<file path="config.mk">
export PLATFORM = sky130hd
export DESIGN_NAME = uart_tx_controller_flat
export DESIGN_NICKNAME = d
export VERILOG_FILES = /design/src/rtl/uart_tx_controller_if.sv /design/src/rtl/uart_tx_controller.sv /design/src/flat_wrapper.sv
export SDC_FILE = /design/constraint.sdc
export NUM_CORES = 1
export LEC_CHECK = 0
export ABC_CLOCK_PERIOD_IN_PS = 1400
export BUFFER_PORTS_ARGS = -buffer_cell sky130_fd_sc_hd__buf_2
export CAP_MARGIN = 10
export CORE_AREA = 8 8 53 55
export CTS_CLUSTER_DIAMETER = 150
export CTS_CLUSTER_SIZE = 24
export DETAILED_ROUTE_END_ITERATION = 16
export DIE_AREA = 0 0 61 63
export PLACE_DENSITY_LB_ADDON = 0.05
export SETUP_SLACK_MARGIN = 0.15
export SYNTH_ARGS = -nofsm -noshare
export SYNTH_HDL_FRONTEND = slang
export SYNTH_SLANG_ARGS = --single-unit
</file>
<file path="constraint.sdc">
create_clock -name clk -period 1.4 [get_ports clk]
set_input_delay 0.28 -clock clk [delete_from_list [all_inputs] [get_ports clk]]
set_output_delay 0.28 -clock clk [all_outputs]
set_load 0.02 [all_outputs]
</file>
<file path="src/rtl/uart_tx_controller_if.sv">
// Byte handshake between a producer and the UART transmit sequencer.
// The producer drives data_in/data_valid; the sequencer answers with data_ready.
interface uart_tx_controller_if #(
  parameter int unsigned DATA_WIDTH = 8
);
  logic [DATA_WIDTH-1:0] data_in;
  logic                  data_valid;
  logic                  data_ready;

  modport master (
    output data_in,
    output data_valid,
    input  data_ready
  );

  modport slave (
    input  data_in,
    input  data_valid,
    output data_ready
  );
endinterface

</file>
<file path="src/rtl/uart_tx_controller.sv">
// UART transmit frame sequencer: start, data LSB-first, optional even parity, stop bit(s).
// One bit per tx_en pulse. Define UART_TX_PARITY_EN to compile in the parity bit.
module uart_tx_controller #(
  parameter int unsigned DATA_WIDTH = 8,
  parameter int unsigned STOP_BITS  = 1
) (
  input  logic                clk,
  input  logic                rst,
  input  logic                tx_en,
  uart_tx_controller_if.slave host,
  output logic                tx,
  output logic                busy
);

  localparam int unsigned     CntW     = $clog2(DATA_WIDTH);
  localparam logic [CntW-1:0] LastBit  = CntW'(DATA_WIDTH - 1);
  localparam logic            LastStop = 1'(STOP_BITS - 1);

  typedef enum logic [2:0] {
    StIdle,
    StArm,
    StStart,
    StData,
    StParity,
    StStop
  } state_e;

  state_e                state_q, state_d;
  logic [DATA_WIDTH-1:0] shift_q, shift_d;
  logic [CntW-1:0]       cnt_q, cnt_d;
  logic                  stop_cnt_q, stop_cnt_d;
  logic                  tx_q, tx_d;
  logic                  ready_q, ready_d;
`ifdef UART_TX_PARITY_EN
  logic                  parity_q, parity_d;
`endif

  always_ff @(posedge clk) begin
    if (rst) begin
      state_q    <= StIdle;
      shift_q    <= '0;
      cnt_q      <= '0;
      stop_cnt_q <= 1'b0;
      tx_q       <= 1'b1;
      ready_q    <= 1'b1;
`ifdef UART_TX_PARITY_EN
      parity_q   <= 1'b0;
`endif
    end else begin
      state_q    <= state_d;
      shift_q    <= shift_d;
      cnt_q      <= cnt_d;
      stop_cnt_q <= stop_cnt_d;
      tx_q       <= tx_d;
      ready_q    <= ready_d;
`ifdef UART_TX_PARITY_EN
      parity_q   <= parity_d;
`endif
    end
  end

  always_comb begin
    state_d    = state_q;
    shift_d    = shift_q;
    cnt_d      = cnt_q;
    stop_cnt_d = stop_cnt_q;
    tx_d       = tx_q;
    ready_d    = ready_q;
`ifdef UART_TX_PARITY_EN
    parity_d   = parity_q;
`endif

    unique case (state_q)
      // tx_en is ignored here, so a tick coinciding with accept is not consumed.
      StIdle: begin
        if (host.data_valid && ready_q) begin
          shift_d = host.data_in;
          ready_d = 1'b0;
          state_d = StArm;
`ifdef UART_TX_PARITY_EN
          parity_d = ^host.data_in;
`endif
        end
      end
      StArm: begin
        if (tx_en) begin
          tx_d    = 1'b0;
          state_d = StStart;
        end
      end
      StStart: begin
        if (tx_en) begin
          tx_d    = shift_q[0];
          cnt_d   = '0;
          state_d = StData;
        end
      end
      StData: begin
        if (tx_en) begin
          if (cnt_q == LastBit) begin
`ifdef UART_TX_PARITY_EN
            tx_d    = parity_q;
            state_d = StParity;
`else
            tx_d       = 1'b1;
            stop_cnt_d = 1'b0;
            state_d    = StStop;
`endif
          end else begin
            shift_d = shift_q >> 1;
            tx_d    = shift_q[1];
            cnt_d   = cnt_q + 1'b1;
          end
        end
      end
`ifdef UART_TX_PARITY_EN
      StParity: begin
        if (tx_en) begin
          tx_d       = 1'b1;
          stop_cnt_d = 1'b0;
          state_d    = StStop;
        end
      end
`endif
      StStop: begin
        if (tx_en) begin
          if (stop_cnt_q == LastStop) begin
            ready_d = 1'b1;
            state_d = StIdle;
          end else begin
            stop_cnt_d = stop_cnt_q + 1'b1;
          end
        end
      end
      default: state_d = StIdle;
    endcase
  end

  assign tx              = tx_q;
  assign busy            = (state_q != StIdle);
  assign host.data_ready = ready_q;

endmodule
</file>
<file path="src/flat_wrapper.sv">
// flat-port wrapper written by rule: the top's interface ports become plain ports
module uart_tx_controller_flat 
#(
  parameter int unsigned DATA_WIDTH = 8,
  parameter int unsigned STOP_BITS  = 1
)
  (clk, rst, tx_en, tx, busy, host_data_in, host_data_valid, host_data_ready);
  uart_tx_controller_if #(.DATA_WIDTH(DATA_WIDTH)) host_i ();
  input  logic clk;
  input  logic rst;
  input  logic tx_en;
  output logic tx;
  output logic busy;
  input wire logic [$bits(host_i.data_in)-1:0] host_data_in;
  input wire logic [$bits(host_i.data_valid)-1:0] host_data_valid;
  output wire logic [$bits(host_i.data_ready)-1:0] host_data_ready;
  assign host_i.data_in = host_data_in;
  assign host_i.data_valid = host_data_valid;
  assign host_data_ready = host_i.data_ready;
  uart_tx_controller #(.DATA_WIDTH(DATA_WIDTH), .STOP_BITS(STOP_BITS)) u_core (.clk(clk), .rst(rst), .tx_en(tx_en), .host(host_i), .tx(tx), .busy(busy));
endmodule
</file>
==> metrics <==
status=complete, but fails checks; failing checks=negative setup slack; n_diodes=0; routed vias/inst=5.56; Final period util=1.09; P_leak=0.570 nW; PwrDens=850 mW/mm²; CTS Buf Count=3; Iteration-0 DRC Markers=29; highest clock rate=0.658 GHz; Synth Warn #=0; worst-path fanout max=2; cell total after placement=149; Final setup viols=2; fin nets=152; synth unique cells=31; CTS clk-pin slew, worst paths=90 ps; fin. max-slew vios=0; final setup margin=-120 ps; Initial Util=0.432; sequential area share after synthesis=0.359; via count=912; Worst-Margin Slew=426 ps; initial antenna violation count=0; Port Buf Inserts=14; WL/cell=16.0 µm; flop2flop setup slack=-30 ps; Core Region=0.00206 mm²; gr usage total=0.146; final wirelength=2620 µm; Post-DRT Antenna Nets=0; CTS tree=yes; RSZ-0062 raised after global routing=true; remaining global-route overflow=0; vias in the first global route=985; Die Ht=63 µm; global-route wire length before repair=4420 µm; largest net degree at the start of global routing=17; Ports=15; DRC Markers=0; relative slew slack=0.716; Worst Setup End Kind=output pin; worst path required time=1120 ps; hold crit path type=in -> reg; FILL cells=182; Sink Count=16; largest area contributor in the synthesized netlist=dfxtp_1; synthesized flop and latch total=16; top post-synthesis cells by area=dfxtp_1 (36%), nand2_1 (7.2%), a221oi_1 (6.9%); Yosys top cell area share=0.359; Root Buffer=clkbuf_4; Max Cap Violations=0; share of post-route cells with drive strength above 1=0.574; htree depth=1; Detail Placement HPWL=1580 µm; placer's final routability congestion estimate=0.742; Max rail drop VDD=0.000517 V; std cell rows=17; Clock Path Buffers=2; final hold violation count=0; Critical Path AT=1240 ps; clk_lat worst skew=280 ps; Fin Clk Skew=2.62 ps; Syn Nets=117; final std cells w/o fill=164; die footprint=0.00384 mm²; syn_area_per_cell=8.66 µm²; Pwr Total=1.18 mW; Area growth syn-to-layout=56.2%; startpoint types=flop; Synth Cell Area=892 µm²; die width=61 µm; Post-Synthesis Cells=103; DRT Pass-1 Iters=4; type of the worst setup path=reg -> out; min Tclk post-route=1520 ps
[metal layers]
| metal | wire, µm | part of all wire | GRT usage |
|---|---|---|---|
| met5 | 0 | 0 | 0 |
| met4 | 14 | 0.0053 | 0.0583 |
| met3 | 66 | 0.025 | 0.0370 |
| met2 | 1410 | 0.54 | 0.246 |
| met1 | 1130 | 0.43 | 0.165 |
[power by group]
group	leakage [nW]	total (mW)	switching (mW)	internal, mW
clock network	0.0138	0.244	0.144	0.0998
registers	0.134	0.519	0.0246	0.494
logic	0.422	0.422	0.196	0.226
total	0.570	1.18	0.364	0.820
[cell type report]
type,instances,area (µm²),area share
multi-input combinational,73,669,0.480
clock buffer,3,22.5,0.0162
timing repair buffer,41,324,0.232
inverter,3,11.3,0.00808
sequential,16,332,0.238
tap,28,35.0,0.0251
[state kept, by name, indices dropped and copies added (netlist names)]
signal,flops
u_core.cnt_q,3
u_core.host.data_ready,1
u_core.tx,1
u_core.state_q,3
u_core.shift_q,8
[kinds of logic (layout without fill, tap and decap cells)]
group                    Yosys count  after routing  share of synthesized area
AO/OA/AOI/OAI                     32             32                      0.268
adder cells (fa/ha/maj)            2              2                     0.0280
buffers and inverters             14             47                     0.0799
flip-flops                        16             16                      0.359
multiplexers                       1              1                     0.0112
AND/OR/NAND/NOR                   38             38                      0.254
[path summary, 6_finish.rpt]
kind	from	end	depth (start not counted)
worst max register to register	u_core.state_q[2]	u_core.cnt_q[0]	5
worst max-delay path	u_core.state_q[0]	busy	3
worst min register to register	u_core.tx	u_core.tx	1
worst min-delay path	host_data_in[7]	u_core.shift_q[7]	3
[synthesized netlist by cell type (all sizes together)]
cell	n
a21oi	8
a221o	3
a221oi	7
a22o	1
a311oi	7
a31o	1
and2	2
and3b	2
and4	1
buf	6
clkbuf	5
dfxtp	16
ha	2
inv	3
mux2i	1
nand2	17
nand3b	2
nand4	3
nor2	2
nor2b	2
nor3b	3
nor4	1
nor4bb	1
o211ai	1
o21ai	4
or3	1
or4	1
[critical path, cell delays in order (launching register included)]
cell and delay, ps:
dfxtp_4 360, buf_6 110, or3_4 350, buf_6 140
[per-stage QoR]
step | instance area, µm² | TNS, ps | util | hold slack (ps) | worst slack [ps]
2_1_floorplan | 955 | 0 | - | 434 | 51.1
3_3_place_gp | 1110 | 0 | 0.539 | 468 | 20.3
3_5_place_dp | 1110 | 0 | 0.539 | 471 | 10.0
4_1_cts | 1330 | -160 | 0.644 | 234 | -127
5_1_grt | 1390 | -452 | 0.676 | 269 | -162
6_report | 1390 | -155 | 0.676 | 250 | -120
[layout by cell type (no fill, tap or decap), drive strengths merged]
cell	netlist	layout
a21oi	8	8
a221o	3	3
a221oi	7	7
a22o	1	1
a311oi	7	7
a31o	1	1
and2	2	2
and3b	2	2
and4	1	1
buf	6	41
clkbuf	5	3
dfxtp	16	16
ha	2	2
inv	3	3
mux2i	1	1
nand2	17	17
nand3b	2	2
nand4	3	3
nor2	2	2
nor2b	2	2
nor3b	3	3
nor4	1	1
nor4bb	1	1
o211ai	1	1
o21ai	4	4
or3	1	1
or4	1	1
[timing repair]
| action | 4_1_cts | 5_1_grt |
|---|---|---|
| resized for setup | 32 | 12 |
| setup endpoints to repair | 13 | 17 |
| hold buffers | 0 | 0 |
| pin swaps | 9 | 6 |
| cloned | 3 | 0 |
| buffers inserted | 8 | 1 |
No activity file was read; power rests on OpenSTA's default activity.
